==> src/rtl/snake_pkg.sv <==
// Shared types for the snake engine: directions, FSM states, grid cells and palette.
package snake_pkg;

    localparam int unsigned CELL_HW = 10;
    localparam int unsigned CELL_VW = 9;
    localparam int unsigned LEN_W   = 7;

    typedef enum logic [1:0] {
        DIR_RIGHT = 2'd0,
        DIR_DOWN  = 2'd1,
        DIR_UP    = 2'd2,
        DIR_LEFT  = 2'd3
    } dir_e;

    typedef enum logic [1:0] {
        ST_IDLE  = 2'd0,
        ST_RUN   = 2'd1,
        ST_PLACE = 2'd2,
        ST_DEAD  = 2'd3
    } state_e;

    // Cell coordinates are sized for the largest grid a 10x9-bit pixel address can reach.
    typedef struct packed {
        logic [CELL_HW-1:0] h;
        logic [CELL_VW-1:0] v;
    } cell_t;

    localparam logic [7:0] COL_APPLE = 8'h07;
    localparam logic [7:0] COL_SNAKE = 8'hFF;
    localparam logic [7:0] COL_BG    = 8'h40;
    localparam logic [7:0] COL_OFF   = 8'h00;

    // The encoding makes the opposite direction the bitwise complement.
    function automatic dir_e dir_opposite(input dir_e d);
        return dir_e'(~d);
    endfunction

endpackage

==> src/rtl/snake_cell_match.sv <==
// Reports whether a query cell coincides with any body segment whose index is below limit_i.
module snake_cell_match
    import snake_pkg::*;
#(
    parameter int unsigned MAX_LEN = 15
) (
    input  cell_t [MAX_LEN-1:0] body_i,
    input  logic  [LEN_W-1:0]   limit_i,
    input  cell_t               query_i,
    output logic                hit_c_o
);

    always_comb begin
        hit_c_o = 1'b0;
        for (int unsigned i = 0; i < MAX_LEN; i++) begin
            if ((LEN_W'(i) < limit_i) && (body_i[i] == query_i)) begin
                hit_c_o = 1'b1;
            end
        end
    end

endmodule

==> src/rtl/snake_engine.sv <==
// Snake game core: body shift register, move/grow/collide FSM, apple placement and cell renderer.
// Define SNAKE_WRAP_EN to wrap the head around the grid edges instead of dying at the walls.
module snake_engine
    import snake_pkg::*;
#(
    parameter int unsigned MAX_LEN   = 15,
    parameter int unsigned START_LEN = 5,
    parameter int unsigned GRID_W    = 80,
    parameter int unsigned GRID_H    = 60,
    parameter int unsigned CELL_BITS = 3,
    parameter int unsigned H_BITS    = 7,
    parameter int unsigned V_BITS    = 6
) (
    input  logic              CLK,
    input  logic              RESET,
    input  logic              GAME_TICK,
    input  logic [1:0]        MASTER_STATE,
    input  logic [1:0]        NAVIGATION_STATE,
    input  logic [H_BITS-1:0] RAND_ADDRH,
    input  logic [V_BITS-1:0] RAND_ADDRV,
    input  logic [9:0]        ADDRH,
    input  logic [8:0]        ADDRV,
    output logic [7:0]        COLOUR,
    output logic              REACHED_TARGET,
    output logic              GAME_OVER,
    output logic [6:0]        SNAKE_LEN
);

    typedef cell_t [MAX_LEN-1:0] body_t;

    localparam logic [CELL_HW-1:0] GRID_W_C    = CELL_HW'(GRID_W);
    localparam logic [CELL_VW-1:0] GRID_H_C    = CELL_VW'(GRID_H);
    localparam logic [CELL_HW-1:0] H_MAX       = CELL_HW'(GRID_W - 1);
    localparam logic [CELL_VW-1:0] V_MAX       = CELL_VW'(GRID_H - 1);
    localparam logic [LEN_W-1:0]   MAX_LEN_C   = LEN_W'(MAX_LEN);
    localparam logic [LEN_W-1:0]   START_LEN_C = LEN_W'(START_LEN);
    localparam cell_t              APPLE_INIT  = '{h: CELL_HW'(GRID_W / 2), v: CELL_VW'(GRID_H / 2)};

    // Starting body lies along row 0 with the head at the right-hand end.
    function automatic body_t init_body();
        body_t b;
        for (int unsigned i = 0; i < MAX_LEN; i++) begin
            b[i].h = (i < START_LEN) ? CELL_HW'(START_LEN - 1 - i) : '0;
            b[i].v = '0;
        end
        return b;
    endfunction

    state_e            state_q, state_d;
    dir_e              dir_q, dir_d, dir_next_c;
    body_t             body_q, body_d;
    logic [LEN_W-1:0]  len_q, len_d, coll_limit_c;
    cell_t             apple_q, apple_d, next_head_c, cand_c, pix_c;
    logic [7:0]        colour_q, colour_d, render_c;
    logic              reached_q, reached_d, over_q, over_d;
    logic              tick_c, wall_c, eat_c, self_hit_c, place_hit_c, pix_hit_c;
    logic              cand_ok_c, pix_in_grid_c;

    assign tick_c = GAME_TICK && (MASTER_STATE == 2'd1);

    // A request to reverse onto the neck is ignored.
    always_comb begin
        dir_next_c = dir_e'(NAVIGATION_STATE);
        if (dir_next_c == dir_opposite(dir_q)) begin
            dir_next_c = dir_q;
        end
    end

    always_comb begin
        next_head_c = body_q[0];
        wall_c      = 1'b0;
        unique case (dir_next_c)
            DIR_RIGHT: begin
                if (body_q[0].h == H_MAX) begin
`ifdef SNAKE_WRAP_EN
                    next_head_c.h = '0;
`else
                    wall_c = 1'b1;
`endif
                end else begin
                    next_head_c.h = body_q[0].h + CELL_HW'(1);
                end
            end
            DIR_LEFT: begin
                if (body_q[0].h == '0) begin
`ifdef SNAKE_WRAP_EN
                    next_head_c.h = H_MAX;
`else
                    wall_c = 1'b1;
`endif
                end else begin
                    next_head_c.h = body_q[0].h - CELL_HW'(1);
                end
            end
            DIR_DOWN: begin
                if (body_q[0].v == V_MAX) begin
`ifdef SNAKE_WRAP_EN
                    next_head_c.v = '0;
`else
                    wall_c = 1'b1;
`endif
                end else begin
                    next_head_c.v = body_q[0].v + CELL_VW'(1);
                end
            end
            DIR_UP: begin
                if (body_q[0].v == '0) begin
`ifdef SNAKE_WRAP_EN
                    next_head_c.v = V_MAX;
`else
                    wall_c = 1'b1;
`endif
                end else begin
                    next_head_c.v = body_q[0].v - CELL_VW'(1);
                end
            end
        endcase
    end

    // The tail vacates its cell on a plain move, but stays put when the snake eats.
    assign eat_c        = (next_head_c == apple_q);
    assign coll_limit_c = eat_c ? len_q : (len_q - LEN_W'(1));

    assign cand_c    = '{h: CELL_HW'(RAND_ADDRH), v: CELL_VW'(RAND_ADDRV)};
    assign cand_ok_c = (cand_c.h < GRID_W_C) && (cand_c.v < GRID_H_C) && !place_hit_c;

    assign pix_c         = '{h: CELL_HW'(ADDRH >> CELL_BITS), v: CELL_VW'(ADDRV >> CELL_BITS)};
    assign pix_in_grid_c = (pix_c.h < GRID_W_C) && (pix_c.v < GRID_H_C);

    snake_cell_match #(.MAX_LEN(MAX_LEN)) u_collide (
        .body_i  (body_q),
        .limit_i (coll_limit_c),
        .query_i (next_head_c),
        .hit_c_o (self_hit_c)
    );

    snake_cell_match #(.MAX_LEN(MAX_LEN)) u_place (
        .body_i  (body_q),
        .limit_i (len_q),
        .query_i (cand_c),
        .hit_c_o (place_hit_c)
    );

    snake_cell_match #(.MAX_LEN(MAX_LEN)) u_render (
        .body_i  (body_q),
        .limit_i (len_q),
        .query_i (pix_c),
        .hit_c_o (pix_hit_c)
    );

    always_comb begin
        render_c = COL_BG;
        if (!pix_in_grid_c) begin
            render_c = COL_OFF;
        end else if (pix_c == apple_q) begin
            render_c = COL_APPLE;
        end else if (pix_hit_c) begin
            render_c = COL_SNAKE;
        end
    end

    // Next-state and output logic; reinit overrides everything, including a same-cycle tick.
    always_comb begin
        state_d   = state_q;
        dir_d     = dir_q;
        body_d    = body_q;
        len_d     = len_q;
        apple_d   = apple_q;
        reached_d = 1'b0;
        colour_d  = render_c;

        if (MASTER_STATE == 2'd0) begin
            state_d  = ST_IDLE;
            dir_d    = DIR_RIGHT;
            body_d   = init_body();
            len_d    = START_LEN_C;
            apple_d  = APPLE_INIT;
            colour_d = COL_OFF;
        end else begin
            unique case (state_q)
                ST_IDLE: begin
                    if (MASTER_STATE == 2'd1) begin
                        state_d = ST_RUN;
                    end
                end
                ST_RUN: begin
                    if (tick_c) begin
                        dir_d = dir_next_c;
                        if (wall_c || self_hit_c) begin
                            state_d = ST_DEAD;
                        end else begin
                            body_d = {body_q[MAX_LEN-2:0], next_head_c};
                            if (eat_c) begin
                                len_d     = (len_q == MAX_LEN_C) ? len_q : (len_q + LEN_W'(1));
                                reached_d = 1'b1;
                                state_d   = ST_PLACE;
                            end
                        end
                    end
                end
                ST_PLACE: begin
                    if (cand_ok_c) begin
                        apple_d = cand_c;
                        state_d = ST_RUN;
                    end
                end
                ST_DEAD: begin
                    state_d = ST_DEAD;
                end
            endcase
        end

        over_d = (state_d == ST_DEAD);
    end

    always_ff @(posedge CLK or posedge RESET) begin
        if (RESET) begin
            state_q   <= ST_IDLE;
            dir_q     <= DIR_RIGHT;
            body_q    <= init_body();
            len_q     <= START_LEN_C;
            apple_q   <= APPLE_INIT;
            colour_q  <= COL_OFF;
            reached_q <= 1'b0;
            over_q    <= 1'b0;
        end else begin
            state_q   <= state_d;
            dir_q     <= dir_d;
            body_q    <= body_d;
            len_q     <= len_d;
            apple_q   <= apple_d;
            colour_q  <= colour_d;
            reached_q <= reached_d;
            over_q    <= over_d;
        end
    end

    assign COLOUR         = colour_q;
    assign REACHED_TARGET = reached_q;
    assign GAME_OVER      = over_q;
    assign SNAKE_LEN      = 7'(len_q);

endmodule

==> config.mk <==
export PLATFORM = sky130hd
export DESIGN_NAME = snake_engine
export DESIGN_NICKNAME = d
export VERILOG_FILES = /design/src/rtl/snake_pkg.sv /design/src/rtl/snake_cell_match.sv /design/src/rtl/snake_engine.sv
export SDC_FILE = /design/constraint.sdc
export NUM_CORES = 1
export LEC_CHECK = 0
export ABC_AREA = 1
export CELL_PAD_IN_SITES_DETAIL_PLACEMENT = 1
export CELL_PAD_IN_SITES_GLOBAL_PLACEMENT = 2
export CORE_UTILIZATION = 34
export CTS_CLUSTER_DIAMETER = 80
export CTS_CLUSTER_SIZE = 14
export DETAILED_ROUTE_END_ITERATION = 8
export PLACE_DENSITY_LB_ADDON = 0.3
export SYNTH_ARGS = -nofsm -noshare
export SYNTH_HDL_FRONTEND = slang
export SYNTH_SLANG_ARGS = --single-unit
==> constraint.sdc <==
create_clock -name CLK -period 11.75 [get_ports CLK]
set_clock_uncertainty 0.15 [all_clocks]
set_input_delay 2.35 -clock CLK [delete_from_list [all_inputs] [get_ports CLK]]
set_output_delay 2.35 -clock CLK [all_outputs]
set_load 0.02 [all_outputs]
==> flow_metrics.env, run 1 <==
export IMPL_tightest_slew_ns=1.16
export IMPL_grt_pass1_wl_um=182000
export IMPL_synthCells=3351
export IMPL_synth_area_mm2=0.0240
export IMPL_ff2ff_setup_slack_ns=3.94
export IMPL_internal_power_uw=2220
export IMPL_htreeDepth=1
export IMPL_finalSetupViolations=0
export IMPL_r2r_end="body_q[56]$_DFFE_PP0P_"
export IMPL_cts_sinks=314
export IMPL_reg2reg_depth=22
export IMPL_yosysWarningCount=0
export IMPL_whs_endpoint="body_q[207]$_DFFE_PP0P_"
export IMPL_status="finished, final reports clean"
export IMPL_p_per_area_mw_per_mm2=167
export IMPL_crit_fanout=52
export IMPL_rsz0062_at_grt="false"
export IMPL_path_cells="clkdlybuf4s50_1 -> xor2_1 -> o21ai_0 -> inv_1 -> ha_1 -> inv_2 -> nand3_1 -> nand2_1 -> xor2_1 -> nor3_1 -> nand4_1 -> nor2_1 -> nand2_1 -> nand2_1 -> nor2_2 -> nand2_2 -> nor2_8 -> nand2_4 -> nand2_8 -> inv_2 -> buf_4 -> nand2_1 -> nand2_1"
export IMPL_fp_row_count=97
export IMPL_cts_buffers_inserted=31
export IMPL_drt_initial_drc_count=2169
export IMPL_antenna_found_initial=9
export IMPL_port_buffers=49
export IMPL_path_clk_slew_ns=0.07
export IMPL_place_congestion=0.985
export IMPL_routed_wl_um=127000
export IMPL_crit_top_cell="nand2_1"
export IMPL_nets=3327
export IMPL_start_util_pct=34.3
export IMPL_firstDrtPassIters=7
export IMPL_critPathKind="in -> reg"
export IMPL_p_clk_share_pct=24.7
export IMPL_max_freq_mhz=104
export IMPL_fp_dieH_um=268
export IMPL_via_count=24800
export IMPL_cp_arrival_ns=9.99
export IMPL_syn2layout_area_growth_pct=8.17
export IMPL_synth_fp_nets=3403
export IMPL_hold_violations=0
export IMPL_p_seq_share_pct=28.6
export IMPL_pre_cts_slack_ns=1.65
export IMPL_finish_utilization_pct=37.1
export IMPL_clockBufferDepth=3
export IMPL_dieWidth_um=268
export IMPL_whs_ns=0.345
export IMPL_critPathSlowestCell="ha_1"
export IMPL_insertion_delay_ns=0.63
export IMPL_viasPerCell=5.86
export IMPL_post_route_drc_count=0
export IMPL_critPathMaxStageDelay_ns=0.87
export IMPL_max_cap_viol_count=0
export IMPL_setup_slack_ns=2.16
export IMPL_ios=56
export IMPL_cts_resized=0
export IMPL_synth_cell_type_count=50
export IMPL_hpwl_um=86200
export IMPL_hp_class="reg -> reg"
export IMPL_start_kind="input pin"
export IMPL_worstPathRequired_ns=12.15
export IMPL_cts_tree="built"
export IMPL_track_usage_pct=35.3
export IMPL_power_switching_uw=2120
export IMPL_synth_seq_cells=314
export IMPL_hold_buffers=0
export IMPL_min_path_cells=2
export IMPL_grt_pass1_vias=25500
export IMPL_combPwrFrac_pct=46.7
export IMPL_relSlewSlack_pct=22.0
export IMPL_period_minus_slack_ns=9.59
export IMPL_grt_start_max_net_pins=139
export IMPL_die_area_mm2=0.0717
export IMPL_r2r_start="dir_q[1]$_DFFE_PP0P_"
export IMPL_avgSynthCellArea_um2=7.16
export IMPL_slew_violations=0
export IMPL_hold_path_startpoint="body_q[188]$_DFFE_PP0P_"
export IMPL_cts_setup_buffers=0
export IMPL_overflow=0
export IMPL_drive_above_1_share_pct=5.86
export IMPL_tns_ns=0
export IMPL_crit_path_end_kind="flop"
export IMPL_coreArea_mm2=0.0699
export IMPL_ys_seq_area_share_pct=32.8
export IMPL_leakage_uw=0.0118
export IMPL_cts_root_buf="clkbuf_16"
export IMPL_period_share_pct=81.6
export IMPL_switching_share_pct=48.9
export IMPL_antenna_left=0
export IMPL_wire_per_inst_um=30.0
export IMPL_ir_worst_vdd_mv=0.102
==> power groups by stage <==
stage | registers, uW | clock network (uW) | logic [uW]
global route | 1250 | 1110 | 2120
global placement | 1260 | 0 | 1940
floorplan | 1200 | 0 | 1200
detailed placement | 1260 | 0 | 1970
CTS | 1240 | 1080 | 1980
finish | 1240 | 1070 | 2030
==> layout make-up <==
| cell class | instances | area [um^2] |
|---|---|---|
| Clock buffer | 42 | 867 |
| Clock inverter | 11 | 131 |
| Tap cell | 940 | 1180 |
| Multi-Input combinational cell | 2448 | 13500 |
| Antenna cell | 4 | 10.0 |
| Inverter | 370 | 1410 |
| Timing Repair Buffer | 110 | 958 |
| Sequential cell | 314 | 7870 |
| Fill cell | 8854 | 43900 |
==> per-layer routing <==
layer / up-vias / global-route usage, % / part of all wire (%)
li1: 10800 / - / -
met5: - / 0 / 0.034
met1: 12500 / 45.2 / 41
met2: 1183 / 55.7 / 44
met4: 6 / 21.2 / 7.1
met3: 388 / 6.13 / 8.0
==> sequential cells by signal, summed over array words and instances, names as in the netlist <==
register        flops
COLOUR              3
state_q             2
body_q            285
REACHED_TARGET      1
SNAKE_LEN           7
GAME_OVER           1
apple_q            13
dir_q               2
==> critical path, delay by kind of cell <==
| kind | cells | cell delay (ns) |
|---|---|---|
| and+or+nand+nor | 14 | 3.44 |
| AOI/OAI and AO/OA | 1 | 0.43 |
| adders and majority gates | 1 | 0.87 |
| buffers and inverters | 5 | 2.25 |
| xor gates and xnor gates | 2 | 0.49 |
==> metrics by stage <==
stage / cells / power, uW / cell area [um^2]
2_1_floorplan: 3351 / 2390 / 24000
3_3_place_gp: 4182 / 3200 / 25000
3_5_place_dp: 4182 / 3230 / 25000
4_1_cts: 4235 / 4300 / 26000
5_1_grt: 4235 / 4480 / 26000
6_report: 4239 / 4350 / 26000
==> how the worst max path moves through the flow <==
stage          slack [ns]                start  cells after the start                      end
6_report             2.16  NAVIGATION_STATE[1]                     23   body_q[56]$_DFFE_PP0P_
5_1_grt              1.63  NAVIGATION_STATE[1]                     29  body_q[141]$_DFFE_PP0P_
4_1_cts              2.28  NAVIGATION_STATE[1]                     23   body_q[56]$_DFFE_PP0P_
3_5_place_dp         1.65  NAVIGATION_STATE[1]                     29  body_q[141]$_DFFE_PP0P_
3_3_place_gp         1.84  NAVIGATION_STATE[1]                     23   body_q[55]$_DFFE_PP0P_
2_1_floorplan        0.59                RESET                      1      COLOUR[2]$_DFF_PP0_
==> cells in the final DEF, fill, tap and decap left out, types with 59 or more instances in the layout <==
master / netlist / final
xor2_1: 336 / 336
o22ai_1: 84 / 84
inv_1: 347 / 345
nor4_1: 71 / 71
o21ai_1: 190 / 190
nand4_1: 163 / 163
nor2_1: 221 / 220
o21ai_0: 84 / 84
buf_4: 25 / 59
dfrtp_1: 301 / 301
nand3_1: 163 / 163
nor3_1: 66 / 66
xnor2_1: 124 / 124
nand2_1: 789 / 789
==> cell usage after synthesis (all sizes together) <==
library cell    n  area share (%)
ha             13            0.68
o221ai          1           0.036
a311oi          1           0.036
clkinv          5           0.078
clkbuf         93             1.5
or3             1           0.026
and3            7            0.18
nor3b           1           0.031
dfstp          13             1.4
xnor2         124             4.5
dfrtp         301              31
o211ai          1           0.031
a41oi           2           0.073
or4             5            0.16
o31ai           1           0.031
nor4           71             1.9
buf           126             3.6
o2111ai        18            0.66
a31oi           2           0.052
nand3b          2           0.063
o21ai         274             5.7
nand4         163             4.2
o22ai          84             2.2
a221oi         10            0.36
a21oi          36            0.75
inv           365             5.7
o21bai          2           0.063
nor3           66             1.4
nand2         814              13
o2111a          2           0.094
o21a            2           0.063
o41ai           1           0.036
nor2          237             4.0
a32o            1           0.042
xor2          336              12
or2             2           0.052
nand3         168             3.6
==> kinds of logic after synthesis <==
group	synth area share (%)
AO/OA/AOI/OAI	10.2
XOR/XNOR	16.8
buffers and inverters	10.8
adder cells (fa/ha/maj)	0.678
AND/OR/NAND/NOR	28.7
flip-flops	32.8
Power figures use the tool's default switching activity.
==> run 2: changes to the inputs <==
Settings changed: CORE_UTILIZATION 34 to 37.
Clock period 11.75 ns to 9.1 ns, I/O delays scaled along.
==> run 2 against run 1 <==
Sequential share of layout area fell by 0.22 points. Total power rose by 32%. Clock power rose by 41%. Cell count fell by 1.6%. Count of clock-buffer cells in the layout rose by 1. Critical path type unchanged. Highest routed layer unchanged.
==> flow_metrics.env, run 2 (synthesis gave the netlist of run 1 again) <==
export IMPL_worstPathRequired_ns=9.47
export IMPL_track_usage_pct=37.2
export IMPL_fillers=8100
export IMPL_final_common_cell="nand2_1"
export IMPL_cts_setup_buffers=0
export IMPL_pre_cts_slack_ns=0.834
export IMPL_critPathMaxStageDelay_ns=0.49
export IMPL_critPathKind="in -> reg"
export IMPL_crit_top_cell="nand2_1"
export IMPL_ios=56
export IMPL_cts_sinks=314
export IMPL_finalSetupViolations=0
export IMPL_largest_register="body_q"
export IMPL_setup_slack_ns=1.47
export IMPL_seqCellArea_mm2=0.00787
export IMPL_hold_violations=0
export IMPL_start_util_pct=37.4
export IMPL_hold_buffers=0
export IMPL_max_freq_mhz=131
export IMPL_syn2layout_area_growth_pct=8.96
export IMPL_post_route_drc_count=0
export IMPL_leakage_uw=0.0120
export IMPL_port_buffers=49
export IMPL_period_minus_slack_ns=7.63
export IMPL_drive_above_1_share_pct=6.45
export IMPL_finalPower_uw=5750
export IMPL_grt_pass1_wl_um=180000
export IMPL_crit_path_end_kind="flop"
export IMPL_rsz0062_at_grt="false"
export IMPL_antenna_left=0
export IMPL_insertedDiodeCount=0
export IMPL_cts_resized=0
export IMPL_overflow=0
export IMPL_coreArea_mm2=0.0642
export IMPL_min_path_cells=2
export IMPL_via_count=25100
export IMPL_nets=3347
export IMPL_grt_start_max_net_pins=167
export IMPL_start_kind="input pin"
export IMPL_dieWidth_um=257
export IMPL_p_per_area_mw_per_mm2=220
export IMPL_path_clk_slew_ns=0.07
export IMPL_cp_depth=28
export IMPL_tns_ns=0
export IMPL_whs_ns=0.363
export IMPL_die_area_mm2=0.0659
export IMPL_cts_root_buf="clkbuf_16"
export IMPL_fp_dieH_um=257
export IMPL_fp_row_count=93
export IMPL_cts_tree="built"
export IMPL_critPathSlowestCell="ha_1"
export IMPL_hpwl_um=84600
export IMPL_hp_class="reg -> reg"
export IMPL_reg2reg_depth=27
export IMPL_clockBufferDepth=3
export IMPL_cp_arrival_ns=7.99
export IMPL_mostFrequentLayoutCells="nand2_1, inv_1, xor2_1, dfrtp_1, nor2_1"
export IMPL_critPathBufInv=7
export IMPL_drt_initial_drc_count=2652
export IMPL_place_congestion=1.00
export IMPL_cts_buffers_inserted=34
export IMPL_cp_top_family="simple AND/OR/NAND/NOR gates"
export IMPL_largest_register_ffs=285
export IMPL_htreeDepth=2
export IMPL_tightest_slew_ns=1.24
export IMPL_dpl_cell_count=4114
export IMPL_multiInputGateArea_mm2=0.0135
export IMPL_relSlewSlack_pct=16.6
export IMPL_status="finished, final reports clean"
export IMPL_max_cap_viol_count=0
export IMPL_wire_per_inst_um=29.5
export IMPL_final_cells=4171
export IMPL_crit_fanout=33
export IMPL_firstDrtPassIters=7
export IMPL_period_share_pct=83.8
export IMPL_ir_worst_vdd_mv=0.144
export IMPL_viasPerCell=6.01
export IMPL_slew_violations=0
export IMPL_insertion_delay_ns=0.58
export IMPL_grt_pass1_vias=26100
export IMPL_routed_wl_um=123000
export IMPL_antenna_found_initial=7
[run 2: per-stage QoR]
step	area (um^2)	utilization, %
6_report	26200	40.7
5_1_grt	26200	40.7
4_1_cts	26200	40.7
3_5_place_dp	25000	39.0
3_3_place_gp	25000	39.0
2_1_floorplan	24000	-
[run 2: path summary, 6_finish.rpt]
path | startpoint | end | slack, ns
max | NAVIGATION_STATE[1] | body_q[13]$_DFFE_PP0P_ | 1.47
max in group asynchronous | RESET | body_q[54]$_DFFE_PP0P_ | 5.18
max reg2reg | dir_q[1]$_DFFE_PP0P_ | body_q[13]$_DFFE_PP0P_ | 2.79
min reg2reg | body_q[188]$_DFFE_PP0P_ | body_q[207]$_DFFE_PP0P_ | 0.36
min in group asynchronous | RESET | body_q[197]$_DFFE_PP0P_ | 1.45
min | body_q[188]$_DFFE_PP0P_ | body_q[207]$_DFFE_PP0P_ | 0.36
[run 2: cell type report]
cell class,instances,area share [%]
Clock inverter,14,0.631
Tap cell,855,4.09
Inverter,370,5.36
Sequential cell,314,30.1
Multi-Input combinational cell,2448,51.8
Timing Repair Buffer,127,4.33
Clock buffer,43,3.70
[run 2: worst min-delay path: stages (launching register included)]
cell	delay, ns
dfrtp_1	0.35
nand2_1	0.05
o21ai_1	0.07
[run 2: power by group]
group / internal (uW) / switching (uW)
Clock: 822 / 688
Sequential: 1470 / 138
Combinational: 706 / 1920
Total: 3000 / 2750
[run 2: routing by layer]
layer  track usage, %  wire length, um
met5                0               72
met4             25.7            10200
met3             7.72            10700
met2             56.3            52600
met1             47.6            49500
==> run 3: changes to the inputs <==
Settings changed: CORE_UTILIZATION 37 to 34.
Clock period 9.1 ns to 6.5 ns, I/O delays scaled along.
==> run 3 against run 2 <==
Combinational power is 51% higher. Cell count is 3.9% higher. Critical path type unchanged. Critical path depth is 2 lower. First-iteration DRC count is 2.6% lower. Non-clock buffer count is 74 higher. Clock power is 44% higher. Largest cell class unchanged. Sequential share of layout area is 1.1 points lower. Via count is 0.24% higher. Sequential power is 40% higher. Highest routed layer unchanged. Register-to-register slack worse by 1.6 ns. Die area is 8.8% higher.
==> flow_metrics.env, run 3 (synthesis gave the netlist of run 1 again) <==
export IMPL_status="finished, final reports clean"
export IMPL_min_path_cells=2
export IMPL_clockBufferDepth=3
export IMPL_rsz0062_at_grt="false"
export IMPL_antenna_left=0
export IMPL_insertion_delay_ns=0.59
export IMPL_place_congestion=1.00
export IMPL_largest_register_ffs=285
export IMPL_critPathSlowestCell="nor3_1"
export IMPL_grt_pass1_vias=26000
export IMPL_max_cap_viol_count=0
export IMPL_start_util_pct=34.3
export IMPL_tightest_slew_ns=1.35
export IMPL_crit_path_end_kind="flop"
export IMPL_critPathMaxStageDelay_ns=0.54
export IMPL_postPlaceCellArea_mm2=0.0260
export IMPL_nets=3422
export IMPL_critPathKind="in -> reg"
export IMPL_r2r_start="body_q[0]$_DFFE_PP0P_"
export IMPL_mostFrequentLayoutCells="nand2_1, inv_1, xor2_1, dfrtp_1, nor2_1"
export IMPL_worstPathRequired_ns=6.87
export IMPL_grt_pass1_wl_um=186000
export IMPL_path_clk_slew_ns=0.07
export IMPL_leakage_uw=0.0124
export IMPL_ios=56
export IMPL_cp_startpoint="NAVIGATION_STATE[1]"
export IMPL_max_freq_mhz=170
export IMPL_coreArea_mm2=0.0699
export IMPL_tns_ns=0
export IMPL_period_share_pct=90.6
export IMPL_cts_resized=0
export IMPL_cts_setup_buffers=0
export IMPL_drt_initial_drc_count=2584
export IMPL_fp_row_count=97
export IMPL_cts_tree="built"
export IMPL_design_area_mm2=0.0272
export IMPL_viasPerCell=5.80
export IMPL_crit_fanout=29
export IMPL_dieWidth_um=268
export IMPL_antenna_found_initial=8
export IMPL_hpwl_um=91900
export IMPL_critPathBufInv=7
export IMPL_finish_utilization_pct=38.9
export IMPL_start_kind="input pin"
export IMPL_ir_worst_vdd_mv=0.170
export IMPL_hold_path_startpoint="body_q[255]$_DFFE_PP0P_"
export IMPL_slew_violations=0
export IMPL_grt_start_max_net_pins=153
export IMPL_hp_class="reg -> reg"
export IMPL_die_area_mm2=0.0717
export IMPL_overflow=0
export IMPL_wire_per_inst_um=29.5
export IMPL_post_route_drc_count=0
export IMPL_hold_buffers=0
export IMPL_finalSetupViolations=0
export IMPL_syn2layout_area_growth_pct=13.2
export IMPL_hold_violations=0
export IMPL_largest_register="body_q"
export IMPL_htreeDepth=2
export IMPL_final_common_cell="nand2_1"
export IMPL_routed_wl_um=128000
export IMPL_port_buffers=49
export IMPL_cts_sinks=314
export IMPL_crit_top_cell="nand2_1"
export IMPL_cp_depth=26
export IMPL_track_usage_pct=36.0
export IMPL_drive_above_1_share_pct=8.66
export IMPL_finalPower_uw=8390
export IMPL_period_minus_slack_ns=5.89
export IMPL_via_count=25100
export IMPL_fillers=8712
export IMPL_fp_dieH_um=268
export IMPL_relSlewSlack_pct=9.11
export IMPL_reg2reg_depth=31
export IMPL_p_per_area_mw_per_mm2=309
export IMPL_cp_top_family="simple AND/OR/NAND/NOR gates"
export IMPL_cp_arrival_ns=6.26
export IMPL_cts_buffers_inserted=35
export IMPL_firstDrtPassIters=5
export IMPL_cts_root_buf="clkbuf_16"
==> run 3: cell types whose count changed in the layout (fill, tap and decap cells not counted), moves of 2 or more <==
cell             change
buf_12              +26
buf_2                +2
buf_4               +48
clkdlybuf4s50_1      -2
clkinvlp_4           +2
==> run 3: cell type report <==
cell class	count	area, um^2	share of cell area [%]
clock inverters	19	216	0.797
diodes	1	2.50	0.00921
well taps	940	1180	4.33
clock buffers	41	951	3.50
repair buffers	201	2000	7.38
inverters	370	1400	5.16
multi-input cells	2448	13500	49.9
flip-flops and latches	314	7870	29.0
==> run 3: final timing paths <==
kind,slack (ns),end
hold reg to reg,0.34,body_q[274]$_DFFE_PP0P_
hold / removal,0.34,body_q[274]$_DFFE_PP0P_
setup / recovery,0.61,body_q[5]$_DFFE_PP0P_
min in group asynchronous,0.90,body_q[196]$_DFFE_PP0P_
setup reg to reg,1.22,body_q[224]$_DFFE_PP0P_
max in group asynchronous,3.87,body_q[168]$_DFFE_PP0P_
==> run 3: tightest hold or removal path, cell delays in order, from the launching register on <==
cell	delay (ns)
dfrtp_1	0.34
nand2_1	0.05
o21ai_1	0.06
==> run 3: stage by stage <==
| stage | setup WS, ns | instances | hold slack [ns] |
|---|---|---|---|
| floorplan | 0.878 | 3351 | 0.309 |
| global placement | 0.135 | 4273 | 0.341 |
| detailed placement | 0.0928 | 4273 | 0.333 |
| CTS | 0.661 | 4333 | 0.347 |
| global route | 0.148 | 4333 | 0.370 |
| finish | 0.609 | 4334 | 0.342 |
==> run 3: metal layers <==
| metal | global-route usage, % | wire (um) |
|---|---|---|
| met5 | 0 | 72 |
| met4 | 20.6 | 8470 |
| met3 | 7.07 | 10200 |
| met2 | 56.1 | 56300 |
| met1 | 46.4 | 53000 |
==> run 3: power breakdown <==
group	switching [uW]	internal (uW)	total, uW
Clock	1000	1190	2180
Combinational	2760	1190	3960
Sequential	190	2060	2250
Total	3950	4440	8390
